--- src/rtl/mmio_arbiter_if.sv ---
// ---------------------------------------------------------------------------
// mmio_arbiter_if
// Bundles the two requesting-master ports and the FPro MMIO bus of the
// arbiter into one interface.
//   m0_*/m1_*     : request/ack handshake and data of masters 0 and 1
//   mmio_*        : FPro bus strobes, address and data towards the MMIO slots
//   busy          : arbiter is not IDLE
// Modports:
//   slave  - the arbiter's view: it serves the two masters and drives the bus
//   master - the environment's view: the two masters plus the MMIO slot
// ---------------------------------------------------------------------------
interface mmio_arbiter_if #(
    parameter int ADDR_W = 21,
    parameter int DATA_W = 32
);
    logic              m0_req,     m1_req;
    logic              m0_wr,      m1_wr;
    logic [ADDR_W-1:0] m0_addr,    m1_addr;
    logic [DATA_W-1:0] m0_wr_data, m1_wr_data;
    logic              m0_ack,     m1_ack;
    logic [DATA_W-1:0] m0_rd_data, m1_rd_data;

    logic              mmio_cs, mmio_wr, mmio_rd;
    logic [ADDR_W-1:0] mmio_addr;
    logic [DATA_W-1:0] mmio_wr_data;
    logic [DATA_W-1:0] mmio_rd_data;

    logic              busy;

    modport slave (
        input  m0_req, m1_req, m0_wr, m1_wr, m0_addr, m1_addr,
               m0_wr_data, m1_wr_data, mmio_rd_data,
        output m0_ack, m1_ack, m0_rd_data, m1_rd_data,
               mmio_cs, mmio_wr, mmio_rd, mmio_addr, mmio_wr_data, busy
    );

    modport master (
        output m0_req, m1_req, m0_wr, m1_wr, m0_addr, m1_addr,
               m0_wr_data, m1_wr_data, mmio_rd_data,
        input  m0_ack, m1_ack, m0_rd_data, m1_rd_data,
               mmio_cs, mmio_wr, mmio_rd, mmio_addr, mmio_wr_data, busy
    );
endinterface

--- src/rtl/mmio_arbiter.sv ---
// ---------------------------------------------------------------------------
// mmio_arbiter
// Two-master arbiter in front of an FPro MMIO bus. Each transaction runs a
// fixed IDLE -> ISSUE -> ACK sequence: request sampled in IDLE, one strobe
// cycle in ISSUE (read data captured at its end), one ack pulse in ACK.
// Ports:
//   clk    : system clock, rising edge
//   reset  : synchronous, active-low
//   bus    : mmio_arbiter_if.slave (master handshakes + MMIO bus + busy)
// Configuration macro:
//   MMIO_ARB_FIXED_PRIO_EN - defined: master 0 always wins a tie and the
//                            last-grant register is removed;
//                            undefined: round-robin on ties.
// ---------------------------------------------------------------------------
module mmio_arbiter #(
    parameter int ADDR_W = 21,
    parameter int DATA_W = 32
) (
    input  logic           clk,
    input  logic           reset,
    mmio_arbiter_if.slave  bus
);
    localparam logic [1:0] IDLE  = 2'd0;
    localparam logic [1:0] ISSUE = 2'd1;
    localparam logic [1:0] ACK   = 2'd2;

    logic [1:0]        state_q,  state_d;
    logic              id_q,     id_d;      // latched master: 0 or 1
    logic              wr_q,     wr_d;
    logic [ADDR_W-1:0] addr_q,   addr_d;
    logic [DATA_W-1:0] wdata_q,  wdata_d;
    logic [DATA_W-1:0] rd0_q,    rd0_d;
    logic [DATA_W-1:0] rd1_q,    rd1_d;
    logic              winner;
`ifndef MMIO_ARB_FIXED_PRIO_EN
    logic              last_q,   last_d;    // master granted most recently
`endif

    // Winner among the current requests; only used when at least one is high.
    always_comb begin
`ifdef MMIO_ARB_FIXED_PRIO_EN
        winner = ~bus.m0_req;
`else
        if (bus.m0_req && bus.m1_req) winner = ~last_q;
        else                          winner = bus.m1_req;
`endif
    end

    always_comb begin
        // NOTE: every always_comb output gets a default first so no path
        // leaves it unassigned, which would infer a latch.
        state_d = state_q;
        id_d    = id_q;
        wr_d    = wr_q;
        addr_d  = addr_q;
        wdata_d = wdata_q;
        rd0_d   = rd0_q;
        rd1_d   = rd1_q;
`ifndef MMIO_ARB_FIXED_PRIO_EN
        last_d  = last_q;
`endif
        case (state_q)
            IDLE: begin
                if (bus.m0_req || bus.m1_req) begin
                    state_d = ISSUE;
                    id_d    = winner;
                    wr_d    = winner ? bus.m1_wr      : bus.m0_wr;
                    addr_d  = winner ? bus.m1_addr    : bus.m0_addr;
                    wdata_d = winner ? bus.m1_wr_data : bus.m0_wr_data;
`ifndef MMIO_ARB_FIXED_PRIO_EN
                    last_d  = winner;
`endif
                end
            end
            ISSUE: begin
                state_d = ACK;
                // Slot read data is combinational and valid in this cycle.
                if (!wr_q) begin
                    if (id_q) rd1_d = bus.mmio_rd_data;
                    else      rd0_d = bus.mmio_rd_data;
                end
            end
            ACK:     state_d = IDLE;
            default: state_d = IDLE;
        endcase
    end

    always_ff @(posedge clk) begin
        // NOTE: sequential state uses non-blocking assignments so every
        // register samples the pre-edge value of the others.
        if (!reset) begin
            state_q <= IDLE;
            id_q    <= 1'b0;
            wr_q    <= 1'b0;
            addr_q  <= '0;
            wdata_q <= '0;
            rd0_q   <= '0;
            rd1_q   <= '0;
`ifndef MMIO_ARB_FIXED_PRIO_EN
            last_q  <= 1'b1;   // master 0 wins the first tie
`endif
        end else begin
            state_q <= state_d;
            id_q    <= id_d;
            wr_q    <= wr_d;
            addr_q  <= addr_d;
            wdata_q <= wdata_d;
            rd0_q   <= rd0_d;
            rd1_q   <= rd1_d;
`ifndef MMIO_ARB_FIXED_PRIO_EN
            last_q  <= last_d;
`endif
        end
    end

    // Strobes, acks and busy are gated by reset so an abort is silent even
    // in the cycle in which reset is still being sampled.
    logic in_issue, in_ack;
    assign in_issue = reset && (state_q == ISSUE);
    assign in_ack   = reset && (state_q == ACK);

    assign bus.mmio_cs      = in_issue;
    assign bus.mmio_wr      = in_issue &&  wr_q;
    assign bus.mmio_rd      = in_issue && !wr_q;
    assign bus.mmio_addr    = addr_q;
    assign bus.mmio_wr_data = wdata_q;
    assign bus.m0_ack       = in_ack && !id_q;
    assign bus.m1_ack       = in_ack &&  id_q;
    assign bus.m0_rd_data   = rd0_q;
    assign bus.m1_rd_data   = rd1_q;
    assign bus.busy         = reset && (state_q != IDLE);
endmodule

--- src/flat_wrapper.sv ---
// flat-port wrapper written by rule: the top's interface ports become plain ports
module mmio_arbiter_flat 
#(
    parameter int ADDR_W = 21,
    parameter int DATA_W = 32
)
  (clk, reset, bus_m0_req, bus_m1_req, bus_m0_wr, bus_m1_wr, bus_m0_addr, bus_m1_addr, bus_m0_wr_data, bus_m1_wr_data, bus_mmio_rd_data, bus_m0_ack, bus_m1_ack, bus_m0_rd_data, bus_m1_rd_data, bus_mmio_cs, bus_mmio_wr, bus_mmio_rd, bus_mmio_addr, bus_mmio_wr_data, bus_busy);
  mmio_arbiter_if #(.ADDR_W(ADDR_W), .DATA_W(DATA_W)) bus_i ();
  input  logic clk;
  input  logic reset;
  input wire logic [$bits(bus_i.m0_req)-1:0] bus_m0_req;
  input wire logic [$bits(bus_i.m1_req)-1:0] bus_m1_req;
  input wire logic [$bits(bus_i.m0_wr)-1:0] bus_m0_wr;
  input wire logic [$bits(bus_i.m1_wr)-1:0] bus_m1_wr;
  input wire logic [$bits(bus_i.m0_addr)-1:0] bus_m0_addr;
  input wire logic [$bits(bus_i.m1_addr)-1:0] bus_m1_addr;
  input wire logic [$bits(bus_i.m0_wr_data)-1:0] bus_m0_wr_data;
  input wire logic [$bits(bus_i.m1_wr_data)-1:0] bus_m1_wr_data;
  input wire logic [$bits(bus_i.mmio_rd_data)-1:0] bus_mmio_rd_data;
  output wire logic [$bits(bus_i.m0_ack)-1:0] bus_m0_ack;
  output wire logic [$bits(bus_i.m1_ack)-1:0] bus_m1_ack;
  output wire logic [$bits(bus_i.m0_rd_data)-1:0] bus_m0_rd_data;
  output wire logic [$bits(bus_i.m1_rd_data)-1:0] bus_m1_rd_data;
  output wire logic [$bits(bus_i.mmio_cs)-1:0] bus_mmio_cs;
  output wire logic [$bits(bus_i.mmio_wr)-1:0] bus_mmio_wr;
  output wire logic [$bits(bus_i.mmio_rd)-1:0] bus_mmio_rd;
  output wire logic [$bits(bus_i.mmio_addr)-1:0] bus_mmio_addr;
  output wire logic [$bits(bus_i.mmio_wr_data)-1:0] bus_mmio_wr_data;
  output wire logic [$bits(bus_i.busy)-1:0] bus_busy;
  assign bus_i.m0_req = bus_m0_req;
  assign bus_i.m1_req = bus_m1_req;
  assign bus_i.m0_wr = bus_m0_wr;
  assign bus_i.m1_wr = bus_m1_wr;
  assign bus_i.m0_addr = bus_m0_addr;
  assign bus_i.m1_addr = bus_m1_addr;
  assign bus_i.m0_wr_data = bus_m0_wr_data;
  assign bus_i.m1_wr_data = bus_m1_wr_data;
  assign bus_i.mmio_rd_data = bus_mmio_rd_data;
  assign bus_m0_ack = bus_i.m0_ack;
  assign bus_m1_ack = bus_i.m1_ack;
  assign bus_m0_rd_data = bus_i.m0_rd_data;
  assign bus_m1_rd_data = bus_i.m1_rd_data;
  assign bus_mmio_cs = bus_i.mmio_cs;
  assign bus_mmio_wr = bus_i.mmio_wr;
  assign bus_mmio_rd = bus_i.mmio_rd;
  assign bus_mmio_addr = bus_i.mmio_addr;
  assign bus_mmio_wr_data = bus_i.mmio_wr_data;
  assign bus_busy = bus_i.busy;
  mmio_arbiter #(.ADDR_W(ADDR_W), .DATA_W(DATA_W)) u_core (.clk(clk), .reset(reset), .bus(bus_i));
endmodule
--- config.mk ---
export PLATFORM = sky130hd
export DESIGN_NAME = mmio_arbiter_flat
export DESIGN_NICKNAME = d
export VERILOG_FILES = /design/src/rtl/mmio_arbiter_if.sv /design/src/rtl/mmio_arbiter.sv /design/src/flat_wrapper.sv
export SDC_FILE = /design/constraint.sdc
export NUM_CORES = 1
export LEC_CHECK = 0
export ABC_AREA = 1
export CAP_MARGIN = 20
export CORE_MARGIN = 2
export CORE_UTILIZATION = 45
export CTS_CLUSTER_SIZE = 28
export DETAILED_ROUTE_END_ITERATION = 7
export PLACE_DENSITY = 0.94
export SYNTH_ARGS = -nofsm -noshare
export SYNTH_HDL_FRONTEND = slang
export SYNTH_SLANG_ARGS = --single-unit
export TNS_END_PERCENT = 20
--- constraint.sdc ---
create_clock -name clk -period 2.7 [get_ports clk]
set_input_delay 0.675 -clock clk [delete_from_list [all_inputs] [get_ports clk]]
set_output_delay 0.675 -clock clk [all_outputs]
set_load 0.03 [all_outputs]
## Word level (Yosys, flattened, before mapping)

Index checks and enable logic that the tools add are counted.

- Equal/unequal tests: 3
- Muxes and demuxes: 6
- Bitwise operators: 3
- Reductions and logical operators: 16

Operators with widths:

| kind | count |
|---|---|
| 32-bit 2-to-1 mux | 1 |
| 21-bit 2-to-1 mux | 1 |
| 1-bit logical AND | 8 |
| 3-bit AND reduction | 2 |
| 2-bit one-hot mux with 2 select lines | 1 |
| 1-bit NOT | 3 |
| 2-bit by 1-bit equality test with 1-bit output, second input constant | 1 |
| 2-bit equality test, second input constant | 1 |
| 1-bit logical NOT | 2 |
| 2-bit logical NOT | 1 |
| 1-bit 2-to-1 mux | 2 |
| 2-bit 2-to-1 mux | 1 |
| 2-bit by 1-bit != test with 1-bit output, second input constant | 1 |
| 2-bit AND reduction | 1 |
| 2-bit nonzero test | 1 |
| 1-bit logical OR | 1 |

- Flip-flop bits (word level): 122
- Input bits: 144
- Output and inout bits: 123
- Logic and storage cells: 36

## Logic depth before layout (Yosys ltp)

Gate-level depths: netlist of run 1.

- Depth in word-level cells: 3
- Gate-level depth with buffers: 7

## Least setup slack after synthesis of run 1

OpenSTA, ideal clock, no wires.

- Path type: input to output
- Start point: input reset
- End point: output bus_mmio_wr
- Arrival: 1.394 ns
- Setup slack: 0.631 ns
- Stages: 3
- Buffers on the path: 1
- Path through: buf_1 -> nand2_1 -> nor2_1

- Word-level cells in the longest chain between the ends: 2

Ends and longest elaborated chain:

| element | RTL line | RTL |
|---|---|---|
| from (decl) | flat_wrapper.sv:10 | `input logic reset;` |
| 1-bit logical AND | mmio_arbiter.sv:119 | `assign in_issue = reset && (state_q == ISSUE);` |
| 1-bit logical AND | mmio_arbiter.sv:123 | `assign bus.mmio_wr = in_issue && wr_q;` |
| to (decl) | flat_wrapper.sv:25 | `output wire logic [$bits(bus_i.mmio_wr)-1:0] bus_mmio_wr;` |

Every way passes these cells.

## Worst setup path in the final report of run 1

- Start point: register u_core.state_q[0]
- End point: output bus_mmio_wr

- Word-level cells in the longest chain between the ends: 3

Ends and longest elaborated chain:

| element | RTL line | RTL |
|---|---|---|
| from (decl) | mmio_arbiter.sv:27 | `logic [1:0] state_q, state_d;` |
| from (signal assigned) | mmio_arbiter.sv:103 | `state_q <= state_d;` |
| 2-bit by 1-bit equality test with 1-bit output | mmio_arbiter.sv:119 |  |
| 1-bit logical AND | mmio_arbiter.sv:119 |  |
| 1-bit logical AND | mmio_arbiter.sv:123 |  |

Every way passes these cells.

==> results.sh, run 1 <==
export IMPL_async_reset_ff_frac=0
export IMPL_intPower_mw=4.410
export IMPL_min_period_ns=2.242
export IMPL_clk_insertion_delay_late_ns=0.42
export IMPL_p_clk_frac=0.416
export IMPL_cts_made_buffers=17
export IMPL_status="finished clean"
export IMPL_first_pass_iters=6
export IMPL_hold_start="u_core.bus.m1_rd_data[21]"
export IMPL_p_sw_frac=0.2935
export IMPL_report_final_slew_viol_count=0
export IMPL_die_x_um=118.3
export IMPL_yosysTopAreaCell="dfxtp_1"
export IMPL_grt_setup_unrepaired="false"
export IMPL_grt_max_degree=97
export IMPL_synth_cell_types=20
export IMPL_p_total_mw=6.242
export IMPL_cp_arrival_ns=1.57
export IMPL_cp_max_fo=11
export IMPL_portBuffers=266
export IMPL_cp_slowest_cell="dfxtp_1"
export IMPL_ys_warn_count=0
export IMPL_post_drt_wl_per_cell_um=14.63
export IMPL_grt_usage=0.2703
export IMPL_setup_tns_ns=0
export IMPL_r2r_start="u_core.state_q[0]"
export IMPL_post_cts_resized=0
export IMPL_p_leak_nw=4.073
export IMPL_fin_util=0.7307
export IMPL_tightest_slew_ns=0.8609
export IMPL_clk_pin_slew_ns=0.05
export IMPL_rows=41
export IMPL_min_path_cells=2
export IMPL_endpoint="bus_mmio_wr"
export IMPL_drc_errors=0
export IMPL_grt_overflow=0
export IMPL_drv_cap=0
export IMPL_core_area_um2=12670
export IMPL_ys_seq_elements=122
export IMPL_hold_viol_final=0
export IMPL_final_net_count=1282
export IMPL_finalCritPeriodShare=0.8303
export IMPL_first_iter_violations=508
export IMPL_worstSetupEndpointType="primary output"
export IMPL_die_area_um2=14000
export IMPL_ant_nets=0
export IMPL_pwr_share_comb=0.254
export IMPL_io_pins=267
export IMPL_initial_core_util=0.4640
export IMPL_ir_drop_v=0.0004534
export IMPL_ys_seq_area_frac=0.4154
export IMPL_start_kind="flip-flop"
export IMPL_clock_skew_ns=0.004099
export IMPL_num_vias=6595
export IMPL_grt_pass1_vias=6227
export IMPL_layout_drive_gt1_share=0.05300
export IMPL_synth_edf_count=0
export IMPL_syn_area_per_cell_um2=6.482
export IMPL_synth_cells=907
export IMPL_diodes=0
export IMPL_wirelength_mm=19.36
export IMPL_yosys_area_top_type_share=0.4154
export IMPL_synthTopCellsByArea="dfxtp_1, nor2_1, nand2_1"
export IMPL_ctsHoldBuffers=0
export IMPL_relSlewSlack=0.4261
export IMPL_antenna_found_initial=0
export IMPL_rr_endpoint="u_core.bus.m0_rd_data[7]"
export IMPL_area_growth_syn_to_layout_pct=57.48
export IMPL_pwr_share_seq=0.329
export IMPL_post_cts_buffers=0
export IMPL_crit_type="reg2out"
export IMPL_reg2reg_slack_ns=0.61
export IMPL_setup_violations=0
export IMPL_max_freq_mhz=446.1
export IMPL_p_per_area_nw_per_um2=674.2
export IMPL_gp_congestion=0.8653
export IMPL_holdCritPathClass="reg2reg"
export IMPL_synthFlopType="dfxtp_1"
export IMPL_grt_pass1_wl_mm=30.30
export IMPL_synth_nets=1051
export IMPL_detailed_place_hpwl_mm=13.32
export IMPL_ctsRootBufferMaster="clkbuf_16"
export IMPL_setup_worst_path_start="u_core.state_q[0]"
export IMPL_cp_data_required_time_ns=2.03
export IMPL_die_height_um=118.3
export IMPL_tritoncts="built"
export IMPL_clock_sinks=122
export IMPL_viasPerCell=4.985
export IMPL_p_switching_mw=1.832
export IMPL_synth_cell_area_um2=5879
export IMPL_rr_worst_depth=6
export IMPL_crit_chain="inv_2 > nor2_4 > nand2_1 > nor2_1 > buf_4"
export IMPL_cts_buffer_depth=2
export IMPL_slowest_delay_ns=0.38
export IMPL_cts_htree_levels=4
-- cell type report --
class                      count  area, um2
fill                         941       3412
timing repair buffer         278       2793
multi-input combinational    626       2784
sequential                   122       2442
clock buffer                  20      456.7
inverter                      93      349.1
clock inverter                12      219.0
tap                          172      215.2
-- power groups by stage --
| stage | logic [mW] | registers [mW] | clock network (mW) |
|---|---|---|---|
| after CTS | 1.59 | 2.06 | 2.62 |
| after floorplan | 0.610 | 2.38 | 0 |
| after global placement | 1.54 | 2.08 | 0 |
| after global routing | 1.71 | 2.07 | 2.71 |
| final | 1.59 | 2.06 | 2.60 |
| after detailed placement | 1.57 | 2.09 | 0 |
-- logic make-up after synthesis --
family          count (synthesis)  share of synthesized area
simple gates                  538                     0.3728
buf+inv                       159                     0.1139
flops                         122                     0.4154
compound gates                 88                    0.09789
-- cells in the mapped netlist, types with 3 or more instances --
master,n
a21boi_1,8
o21ai_0,32
inv_2,3
nor2_1,245
clkbuf_1,29
a21boi_0,46
buf_6,3
buf_2,16
nand3_1,58
dfxtp_1,122
inv_1,90
nand2_1,199
buf_4,8
nand4_1,32
buf_1,10
-- cell usage in the layout, fill, tap and decap left out, types with 2 or more instances in the layout --
cell type and n:
nand2_2 2, dfxtp_1 122, clkinv_2 3, buf_4 14, inv_1 90, clkbuf_16 17, clkdlybuf4s50_1 258, nand4_1 32
a21boi_0 46, bufinv_16 6, nand3_1 58, clkinvlp_4 2, inv_2 3, nor2_1 244, buf_12 5, o21ai_0 32
clkbuf_8 2, nor2_2 2, a21boi_1 8, nor2_4 2, nand2_1 198
-- state kept, by name, summed over array words and instances (netlist names) --
name / cells
u_core.bus.mmio_wr_data: 32
u_core.id_q: 1
u_core.bus.m0_rd_data: 32
u_core.bus.mmio_addr: 21
u_core.last_q: 1
u_core.wr_q: 1
u_core.bus.m1_rd_data: 32
u_core.state_q: 2
-- metrics by stage --
stage / area (um2) / hold slack [ns] / std cells / worst slack, ns
floorplan: 5879 / 0.4287 / 907 / 0.6314
global placement: 8583 / 0.4612 / 1291 / 0.6084
detailed placement: 8583 / 0.4711 / 1291 / 0.5605
CTS: 9259 / 0.4826 / 1323 / 0.4369
global route: 9259 / 0.4981 / 1323 / 0.3433
finish: 9259 / 0.4779 / 1323 / 0.4581
-- how the worst min path moves through the flow --
stage,endpoint,slack [ns]
floorplan,u_core.last_q,0.43
global placement,u_core.bus.m0_rd_data[1],0.46
detailed placement,u_core.bus.m1_rd_data[21],0.47
CTS,u_core.bus.m1_rd_data[21],0.48
global route,u_core.bus.m1_rd_data[16],0.50
finish,u_core.bus.m1_rd_data[21],0.48
-- per-layer routing --
metal | vias to the layer above | GRT usage | routed length, um
met4 | 0 | 0.1348 | 800
met3 | 59 | 0.09315 | 1686
li1 | 3265 | - | -
met5 | - | 0 | 0
met1 | 2967 | 0.2877 | 7194
met2 | 304 | 0.4733 | 9679
-- critical path: cells and delay by family, from the launching register on --
kind                   cells  cell delay, ns
and+or+nand+nor            3            0.52
DFF                        1            0.38
buffers and inverters      2            0.25
Power figures use the tool's default switching activity.
==> run 2: changes to the inputs <==
CORE_UTILIZATION = 42   (was 45)
PLACE_DENSITY = 0.89   (was 0.94)
clock period = 2.35 ns   (was 2.7 ns; I/O delays follow)
==> run 2 against run 1 <==
  * Die area increased by 6.9%
  * Clock-buffer cell count is the same
  * Routed wire length shrank 5.8%
  * Critical path type unchanged
  * Critical endpoint is now bus_mmio_addr[18]
  * Largest power group unchanged
  * Highest routed layer unchanged
==> results.sh, run 2 (synthesis results as in run 1) <==
export IMPL_finalCritPeriodShare=0.8814
export IMPL_first_pass_iters=4
export IMPL_cts_htree_levels=4
export IMPL_relSlewSlack=0.5035
export IMPL_num_vias=6321
export IMPL_pwr_share_seq=0.351
export IMPL_area_growth_syn_to_layout_pct=57.01
export IMPL_crit_type="reg2out"
export IMPL_place_area_um2=8651
export IMPL_min_period_ns=2.071
export IMPL_fin_util=0.6702
export IMPL_cts_buffer_depth=2
export IMPL_grt_pass1_vias=5817
export IMPL_cp_data_required_time_ns=1.76
export IMPL_critical_path_top_delay_family="buffers and inverters"
export IMPL_cts_made_buffers=17
export IMPL_initial_core_util=0.4269
export IMPL_hold_viol_final=0
export IMPL_clock_sinks=122
export IMPL_start_kind="flip-flop"
export IMPL_post_drt_wl_per_cell_um=13.66
export IMPL_holdWs_ns=0.4153
export IMPL_p_leak_nw=4.054
export IMPL_viasPerCell=4.731
export IMPL_io_pins=267
export IMPL_min_path_cells=2
export IMPL_ir_drop_v=0.0004552
export IMPL_post_cts_buffers=0
export IMPL_max_freq_mhz=482.8
export IMPL_clk_pin_slew_ns=0.06
export IMPL_grt_setup_unrepaired="false"
export IMPL_status="finished clean"
export IMPL_grt_pass1_wl_mm=28.41
export IMPL_wirelength_mm=18.24
export IMPL_setup_worst_path_start="u_core.bus.mmio_addr[18]"
export IMPL_p_clk_frac=0.378
export IMPL_drv_cap=0
export IMPL_intPower_mw=4.644
export IMPL_final_cell_mix="clkdlybuf4s50_1, nor2_1, nand2_1"
export IMPL_final_net_count=1287
export IMPL_grt_max_degree=78
export IMPL_final_common_cell="clkdlybuf4s50_1"
export IMPL_p_switching_mw=2.079
export IMPL_tritoncts="built"
export IMPL_path_buf_inv=1
export IMPL_ctsHoldBuffers=0
export IMPL_grt_overflow=0
export IMPL_cp_slowest_cell="clkdlybuf4s50_1"
export IMPL_worstSetupEndpointType="primary output"
export IMPL_first_iter_violations=357
export IMPL_clock_skew_ns=0.005401
export IMPL_rr_worst_depth=7
export IMPL_cp_arrival_ns=1.48
export IMPL_tightest_slew_ns=0.7447
export IMPL_die_x_um=122.3
export IMPL_diodes=0
export IMPL_r2r_start="u_core.state_q[0]"
export IMPL_crit_chain="clkdlybuf4s50_1"
export IMPL_post_layout_nonfiller_instances=1336
export IMPL_detailed_place_hpwl_mm=13.01
export IMPL_core_area_um2=13770
export IMPL_die_area_um2=14960
export IMPL_die_height_um=122.3
export IMPL_design_area_um2=9231
export IMPL_slowest_delay_ns=0.71
export IMPL_critical_path_depth=1
export IMPL_layout_drive_gt1_share=0.05709
export IMPL_pwr_share_comb=0.271
export IMPL_placed_cells=1304
export IMPL_cp_max_fo=2
export IMPL_holdCritPathClass="in2reg"
export IMPL_ant_nets=0
export IMPL_grt_usage=0.2434
export IMPL_post_cts_resized=0
export IMPL_rows=43
export IMPL_hold_start="reset"
export IMPL_antenna_found_initial=0
export IMPL_setup_violations=0
export IMPL_portBuffers=266
export IMPL_p_sw_frac=0.3092
export IMPL_report_final_slew_viol_count=0
export IMPL_p_per_area_nw_per_um2=728.3
export IMPL_ctsRootBufferMaster="clkbuf_16"
export IMPL_setup_tns_ns=0
export IMPL_drc_errors=0
export IMPL_clk_insertion_delay_late_ns=0.41
export IMPL_gp_congestion=0.8393
==> run 2: routing by layer <==
layer	GRT usage	wire, um	vias up
li1	-	-	3270
met1	0.2561	6929	2745
met2	0.4344	9207	264
met3	0.08690	1656	42
met4	0.1092	452	0
met5	0	0	-
==> run 2: final cells by class <==
type                    instances  area, um2
clock inverters                12      123.9
inverters                      93      349.1
repair buffers                283       2845
flip-flops and latches        122       2442
fillers                      1168       4542
clock buffers                  20      456.7
well taps                     180      225.2
multi-input cells             626       2789
==> run 2: per-stage QoR <==
stage                     setup slack, ns  total power, mW
after global routing               0.2241            7.038
after detailed placement           0.2673            4.217
after CTS                          0.2553            6.770
final                              0.2788            6.723
after floorplan                    0.4564            3.437
after global placement             0.3238            4.184
==> run 2: power groups by stage <==
stage / combinational (mW) / clock (mW) / sequential, mW
global route: 1.98 / 2.68 / 2.38
CTS: 1.82 / 2.59 / 2.36
detailed placement: 1.82 / 0 / 2.40
floorplan: 0.700 / 0 / 2.74
finish: 1.82 / 2.54 / 2.36
global placement: 1.79 / 0 / 2.39
==> run 2: worst paths after layout <==
| kind | to | slack (ns) |
|---|---|---|
| worst max-delay path | bus_mmio_addr[18] | 0.28 |
| worst min-delay path | u_core.last_q | 0.42 |
| worst max register to register | u_core.bus.m0_rd_data[23] | 0.62 |
| worst min register to register | u_core.bus.m1_rd_data[2] | 0.48 |
